`src/rtl/mem_arbiter.sv`:
```
// rtl/mem_arbiter.sv - shares one word-granular memory port between icache and dcache
// Optional MEM_ARB_DCACHE_PRIO_EN: fixed dcache-wins arbitration instead of round-robin.
module mem_arbiter #(
    parameter int MAX_OUT = 4,
    parameter int HOLD    = 2
) (
    input  logic        i_clk,
    input  logic        i_rst,
    input  logic        i_ic_req,
    input  logic [31:0] i_ic_addr,
    input  logic        i_ic_ren,
    output logic        o_ic_ready,
    output logic [31:0] o_ic_rdata,
    output logic        o_ic_valid,
    input  logic        i_dc_req,
    input  logic [31:0] i_dc_addr,
    input  logic        i_dc_ren,
    input  logic        i_dc_wen,
    input  logic [31:0] i_dc_wdata,
    output logic        o_dc_ready,
    output logic [31:0] o_dc_rdata,
    output logic        o_dc_valid,
    input  logic        i_mem_ready,
    output logic [31:0] o_mem_addr,
    output logic        o_mem_ren,
    output logic        o_mem_wen,
    output logic [31:0] o_mem_wdata,
    input  logic [31:0] i_mem_rdata,
    input  logic        i_mem_valid
);
    localparam int CW = $clog2(MAX_OUT + 1);

    typedef enum logic [1:0] {IDLE, OWN_IC, OWN_DC} state_t;

    state_t        state_q, state_d;
    logic          last_dc_q, last_dc_d;
    logic [CW-1:0] out_cnt_q, out_cnt_d;
    logic [3:0]    idle_cnt_q, idle_cnt_d;

    logic own_ic, own_dc, own_req, own_ren, own_wen;
    logic full, rd_accept, rsp, pick_dc;

    // Datapath: ownership is gated by reset so a mid-fill reset drops the grant at once.
    always_comb begin
        own_ic      = (state_q == OWN_IC) && !i_rst;
        own_dc      = (state_q == OWN_DC) && !i_rst;
        own_req     = (state_q == OWN_IC) ? i_ic_req : i_dc_req;
        own_ren     = (own_ic && i_ic_ren) || (own_dc && i_dc_ren);
        own_wen     = own_dc && i_dc_wen;
        full        = own_ren && (out_cnt_q == CW'(MAX_OUT));
        o_mem_ren   = own_ren && !full;
        o_mem_wen   = own_wen;
        o_mem_addr  = own_dc ? i_dc_addr : i_ic_addr;
        o_mem_wdata = i_dc_wdata;
        o_ic_ready  = own_ic && i_mem_ready && !full;
        o_dc_ready  = own_dc && i_mem_ready && !full;
        rd_accept   = o_mem_ren && i_mem_ready;
        // Stray responses (nothing outstanding or no owner) are swallowed here.
        rsp         = i_mem_valid && (out_cnt_q != '0) && (own_ic || own_dc);
        o_ic_valid  = own_ic && rsp;
        o_dc_valid  = own_dc && rsp;
        o_ic_rdata  = i_mem_rdata;
        o_dc_rdata  = i_mem_rdata;
    end

    always_comb begin
        out_cnt_d = out_cnt_q;
        if (rd_accept && !rsp) begin
            out_cnt_d = out_cnt_q + CW'(1);
        end else if (!rd_accept && rsp) begin
            out_cnt_d = out_cnt_q - CW'(1);
        end
    end

    always_comb begin
        state_d    = state_q;
        last_dc_d  = last_dc_q;
        idle_cnt_d = idle_cnt_q;
        pick_dc    = i_dc_req;
        case (state_q)
            IDLE: begin
                idle_cnt_d = '0;
                if (i_ic_req && i_dc_req) begin
`ifdef MEM_ARB_DCACHE_PRIO_EN
                    pick_dc = 1'b1;
`else
                    pick_dc = !last_dc_q;
`endif
                end
                if (i_ic_req || i_dc_req) begin
                    state_d   = pick_dc ? OWN_DC : OWN_IC;
                    last_dc_d = pick_dc;
                end
            end
            OWN_IC, OWN_DC: begin
                // A raised req keeps the grant even while waiting between fill words.
                if (!own_req && !own_ren && !own_wen && (out_cnt_q == '0)) begin
                    if (idle_cnt_q + 4'd1 == 4'(HOLD)) begin
                        state_d    = IDLE;
                        idle_cnt_d = '0;
                    end else begin
                        idle_cnt_d = idle_cnt_q + 4'd1;
                    end
                end else begin
                    idle_cnt_d = '0;
                end
            end
            default: state_d = IDLE;
        endcase
    end

    always_ff @(posedge i_clk) begin
        if (i_rst) begin
            state_q    <= IDLE;
            last_dc_q  <= 1'b1;
            out_cnt_q  <= '0;
            idle_cnt_q <= '0;
        end else begin
            state_q    <= state_d;
            last_dc_q  <= last_dc_d;
            out_cnt_q  <= out_cnt_d;
            idle_cnt_q <= idle_cnt_d;
        end
    end
endmodule

```
`config.mk`:
```
export PLATFORM = sky130hd
export DESIGN_NAME = mem_arbiter
export DESIGN_NICKNAME = d
export VERILOG_FILES = /design/src/rtl/mem_arbiter.sv
export SDC_FILE = /design/constraint.sdc
export NUM_CORES = 1
export LEC_CHECK = 0
export BUFFER_PORTS_ARGS = -buffer_cell sky130_fd_sc_hd__buf_2
export CAP_MARGIN = 20
export CORE_AREA = 2 2 105 107
export CTS_BUF_LIST = sky130_fd_sc_hd__clkbuf_16
export CTS_CLUSTER_SIZE = 40
export DETAILED_ROUTE_END_ITERATION = 10
export DIE_AREA = 0 0 107 109
export PLACE_DENSITY = 0.64
export RECOVER_POWER = 100
export SLEW_MARGIN = 40
export SYNTH_ARGS = -nofsm -noshare
export SYNTH_HDL_FRONTEND = slang
export SYNTH_SLANG_ARGS = --single-unit
```
`constraint.sdc`:
```
create_clock -name i_clk -period 3.5 [get_ports i_clk]
set_clock_uncertainty 0.15 [all_clocks]
set_input_delay 0.175 -clock i_clk [delete_from_list [all_inputs] [get_ports i_clk]]
set_output_delay 0.175 -clock i_clk [all_outputs]
set_load 0.005 [all_outputs]
```
==> results of run 1 <==
==> worst max-delay path, cell delays in order, from the launching register on <==
cell and delay (ns):
dfxtp_1 0.32, inv_1 0.08, ha_1 0.26, a22oi_1 0.12
or2_0 0.23, a21oi_1 0.16, and2_0 0.15, ha_1 0.18
inv_1 0.06, fa_1 0.37, xor2_1 0.16, or3_1 0.31
a21oi_1 0.18
==> synthesized netlist by cell type (2+ instances only) <==
cell type,number,area [sq um]
inv_1,6,22.5
dfxtp_1,10,200
buf_2,5,25.0
nand2_1,7,26.3
mux2i_1,2,20.0
and2_1,2,12.5
o22ai_1,2,12.5
mux2_2,32,360
nand2b_1,4,25.0
xor2_1,2,17.5
nor2_1,10,37.5
nor3b_1,2,15.0
a21oi_1,4,20.0
buf_4,96,721
ha_1,7,87.6
nor2b_1,2,12.5
o21ai_0,6,30.0
nand3_1,5,25.0
==> sequential cells by signal, indices dropped and copies added (netlist names) <==
name and count:
out_cnt_q 3, last_dc_q 1, idle_cnt_q 4, state_q 2
==> placed cells by master, fill, tap and decap left out, types with 2 or more instances in the layout <==
cell	instances
clkbuf_1	28
nor2_1	10
nor2b_1	2
o22ai_1	2
clkbuf_16	3
ha_1	7
nor3b_1	2
mux2_2	27
nor3_1	2
mux2i_1	2
nand3_1	5
o21ai_0	6
inv_1	6
buf_2	81
nand2_1	7
xor2_1	2
mux2_1	5
a21oi_1	4
dfxtp_1	10
nand2b_1	5
==> routing by layer <==
layer,share of wire,vias to the layer above,track usage
met5,0,-,0
met4,0.023,0,0.0436
met3,0.099,13,0.0275
met2,0.50,88,0.157
met1,0.37,647,0.0808
li1,-,682,-
==> power breakdown <==
part | switching [mW] | internal [mW] | leakage (nW)
registers | 0.0165 | 0.128 | 0.0813
logic | 0.136 | 0.143 | 0.703
clock network | 0.0542 | 0.150 | 0.0385
==> area by class of cell <==
| cell class | count | area (sq um) | area share |
|---|---|---|---|
| clock buffer | 3 | 75.1 | 0.0399 |
| clock inverter | 1 | 3.75 | 0.00200 |
| inverter | 6 | 22.5 | 0.0120 |
| multi-input combinational | 107 | 881 | 0.468 |
| sequential | 10 | 200 | 0.106 |
| tap | 140 | 175 | 0.0931 |
| timing repair buffer | 111 | 523 | 0.278 |
==> worst paths after layout <==
path                              start                          to  slack, ns  cells after the start
min reg2reg  idle_cnt_q[2]$_SDFFE_PP0P_  idle_cnt_q[2]$_SDFFE_PP0P_       0.33                      2
max reg2reg     state_q[1]$_SDFFE_PP0P_   out_cnt_q[2]$_SDFFE_PP0P_       0.68                     12
min                               i_rst   out_cnt_q[0]$_SDFFE_PP0P_       0.12                      2
max             state_q[1]$_SDFFE_PP0P_   out_cnt_q[2]$_SDFFE_PP0P_       0.68                     12
==> cells by family (layout without fill, tap and decap cells) <==
family | after synthesis | count (layout)
buffers and inverters | 107 | 121
and+or+nand+nor | 42 | 42
muxes | 34 | 34
AOI/OAI and AO/OA | 21 | 21
DFF | 10 | 10
adders and majority gates | 8 | 8
xor gates and xnor gates | 2 | 2
==> metrics.txt, run 1 <==
Inst Count DP=374; Chip Width=107 um; hold_buf cts=0; Routed Antenna Nets=0; first-pass GRT wire length=7020 um; count of different cell masters after synthesis=38; async set-or-reset flop fraction in the synthesized netlist=0; static leakage=0.823 nW; Most used DFF post-synth=dfxtp_1; worst hold slack=0.122 ns; layout cells sized above 1=0.492; relative slew slack=0.607; CTS tree=yes; I/O Pins=271; Setup Buffers After CTS=0; Total Power=0.628 mW; Critical Path Start Type=flop; nets@finish=384; clk slew on worst S/H paths=0.04 ns; number of synthesized flops with an enable pin=0; pwr dens=334 nW/um^2; worst vdd ir=0.149 mV; # fillers=1182; DR iter-0 viols=34; post-route cell area=1880 sq um; Max Transition Viols Final=0; syn avg cell area=8.45 sq um; pre-CTS WS=0.695 ns; ANT cells=0; status=finished, final reports clean; DR WL/cell=14.5 um; CP Max Fanout=6; clk_lat worst skew=0.23 ns; Compound-Gate Fraction of Synth Area=0.0933; row count=38; PortBufs=110; actual slew at the worst max-slew pin=0.575 ns; H-tree levels=1; crit end category=flop; sequential area share after synthesis=0.106; Adder-Cell Fraction of Synth Area=0.0569; Mapped Nets=369; largest family of logic cells by synthesized area=buffers and inverters; global route total overflow=0; RSZ-0062 raised after global routing=false; final setup vio count=0; vias in the first global route=1365; post-synthesis xor/xnor area fraction=0.00926; root buf cell=clkbuf_16; post-DP HPWL=4820 um; Max-cap violations=0; largest net degree at the start of global routing=36; CTS sink cnt=10; die footprint=11700 sq um; final core utilization=0.177; Via Count=1430; initial antenna violation count=0; GPL Wtd Cong=0.793; #FFs+latches synth=10; yosys warns=0; setup_tns=0 ns; drt drc=0; critical path class=reg2reg; Post-Place Cell Area=1880 sq um; cts bufs inserted=3; die extent in y=109 um; Core Region=10600 sq um; Final WS setup=0.682 ns; Final Critical Period=2.82 ns; Final Non-Filler Cells=378; synthesized area=1890 sq um; DR pass1 iterations=4; vias per inst=3.78; Req. time, crit path=3.51 ns; Initial Util=0.178; Synth Area in Simple Gates=0.128; # resized after CTS=0; CP arrival=2.83 ns; Post-Syn Instances=224; FMAX=0.355 GHz; WL final=5480 um; fin crit share=0.805; type of the worst min-delay path=in2reg; Area Growth Syn to Fin=-0.595%; gr usage total=0.0833; Max Root-Sink Buffers=2; Final Hold Fails=0; post-synthesis mux area share=0.201
No activity file was read; power rests on OpenSTA's default activity.
==> run 2, diff against run 1 <==
==> constraint.sdc (replaced) <==
create_clock -name i_clk -period 2.67 [get_ports i_clk]
set_clock_uncertainty 0.15 [all_clocks]
set_input_delay 0.1335 -clock i_clk [delete_from_list [all_inputs] [get_ports i_clk]]
set_output_delay 0.1335 -clock i_clk [all_outputs]
set_load 0.005 [all_outputs]
==> metrics.txt, run 2 (synthesis gave the netlist of run 1 again) <==
status=finished, final reports clean; met1 Use GR=0.0803; vias per inst=3.78; largest net degree at the start of global routing=36; GPL Wtd Cong=0.795; Routed Antenna Nets=0; crit-path cells=inv_2 -> ha_2 -> a22oi_1 -> or2_1 -> a21oi_2 -> and2_1 -> ha_2 -> inv_1 -> fa_1 -> xor2_1 -> or3_1 -> a21oi_1; CTS tree=yes; Via Count=1440; hold_sp=i_dc_req; Area Growth Syn to Fin=5.42%; Final Critical Period=2.60 ns; final core utilization=0.188; die footprint=11700 sq um; Req. time, crit path=2.69 ns; Final Hold Fails=0; crit end category=flop; Worst Setup SP=state_q[1]$_SDFFE_PP0P_; vias in the first global route=1367; actual slew at the worst max-slew pin=0.412 ns; Total Power=0.879 mW; slowest CP cell=fa_1; cts bufs inserted=3; PortBufs=110; Max stage delay on crit path=0.38 ns; global route total overflow=0; CP Max Fanout=4; type of the worst min-delay path=in2reg; Initial Util=0.178; ANT cells=0; commonest non-fill, non-tap cells in the layout=110 x buf_2, 32 x mux2_2, 10 x nor2_1; CTS sink cnt=10; row count=38; worst vdd ir=0.164 mV; CP arrival=2.61 ns; clk slew on worst S/H paths=0.04 ns; initial antenna violation count=0; max FFs per register=4; Core Region=10600 sq um; hold_buf cts=0; # fillers=1167; met2 usage=0.163; die extent in y=109 um; final setup vio count=0; fin crit share=0.973; H-tree levels=1; post-DP HPWL=4840 um; busiest grt layer=met2; static leakage=0.936 nW; Inst Count DP=375; Most flops, register=idle_cnt_q; I/O Pins=271; Chip Width=107 um; Max Root-Sink Buffers=2; critical path's top delay family=adder cells; Largest regs=idle_cnt_q x4, out_cnt_q x3, state_q x2; FMAX=0.385 GHz; clk_lat worst skew=0.24 ns; Max-cap violations=0; gr usage total=0.0842; first-pass GRT wire length=7150 um; Worst path most repeated cell=ha_2; DR iter-0 viols=59; DR WL/cell=14.6 um; root buf cell=clkbuf_16; Critical Path Start Type=flop; pwr dens=441 nW/um^2; DR pass1 iterations=4; reg-to-reg startpoint=state_q[1]$_SDFFE_PP0P_; relative slew slack=0.725; Max Transition Viols Final=0; CP bufs+invs=2; layout cells sized above 1=0.689; nets@finish=387; commonest non-fill, non-tap cell in the layout=buf_2; Final Non-Filler Cells=381; WL final=5580 um; met3 Usage GRT=0.0275; critical path class=reg2reg; drt drc=0
-- run 2: changes by cell type in the layout (fill, tap and decap cells not counted), moves of 2 or more --
cell,before,now
inv_2,0,2
dfxtp_1,10,8
mux2_1,5,0
clkbuf_1,28,0
buf_4,1,4
buf_2,81,110
ha_2,0,3
inv_1,6,4
mux2_2,27,32
ha_1,7,4
dfxtp_2,0,2
-- run 2: per-layer routing --
| layer | up-vias | share of wire | wire length (um) |
|---|---|---|---|
| met1 | 647 | 0.37 | 2050 |
| met3 | 15 | 0.10 | 571 |
| met4 | 0 | 0.022 | 124 |
| met5 | - | 0 | 0 |
| li1 | 685 | - | - |
| met2 | 93 | 0.51 | 2840 |
-- run 2: final cells by class --
cell class / count / area (sq um) / share of cell area
Clock buffer: 3 / 75.1 / 0.0376
Clock inverter: 1 / 3.75 / 0.00188
Inverter: 6 / 22.5 / 0.0113
Multi-Input combinational cell: 107 / 935 / 0.469
Sequential cell: 10 / 203 / 0.102
Tap cell: 140 / 175 / 0.0878
Timing Repair Buffer: 114 / 581 / 0.291
-- run 2: what timing repair did --
| item | CTS | global route |
|---|---|---|
| setup buffers | 0 | 2 |
| pin swaps | 0 | 2 |
| cloned | 0 | 0 |
| endpoints found under the setup margin | 1 | 1 |
| endpoints found under the hold margin | 0 | 0 |
| resized for setup | 1 | 7 |
-- run 2: report_power, final --
group	internal, mW	switching [mW]
sequential	0.170	0.0248
clock	0.196	0.0714
combinational	0.226	0.191
-- run 2: worst paths after layout --
check / end / slack [ns] / cells after the start
max: out_cnt_q[2]$_SDFFE_PP0P_ / 0.07 / 12
min: state_q[1]$_SDFFE_PP0P_ / 0.07 / 3
max reg2reg: out_cnt_q[2]$_SDFFE_PP0P_ / 0.07 / 12
min reg2reg: idle_cnt_q[2]$_SDFFE_PP0P_ / 0.34 / 2
-- run 2: tightest hold or removal path, cell delays in order --
cell and delay, ns:
buf_2 0.13, nand3_1 0.07, o22ai_1 0.07
-- run 2: through the flow --
| stage | hold WS [ns] | TNS [ns] | instance area [sq um] | setup slack (ns) |
|---|---|---|---|---|
| 2_1_floorplan | 0.145 | 0 | 1890 | 0.0172 |
| 3_3_place_gp | 0.117 | 0 | 1890 | 0.104 |
| 3_5_place_dp | 0.117 | 0 | 1890 | 0.0181 |
| 4_1_cts | 0.0793 | 0 | 1970 | 0.00467 |
| 5_1_grt | 0.0802 | -0.0365 | 1990 | -0.0365 |
| 6_report | 0.0720 | 0 | 1990 | 0.0726 |
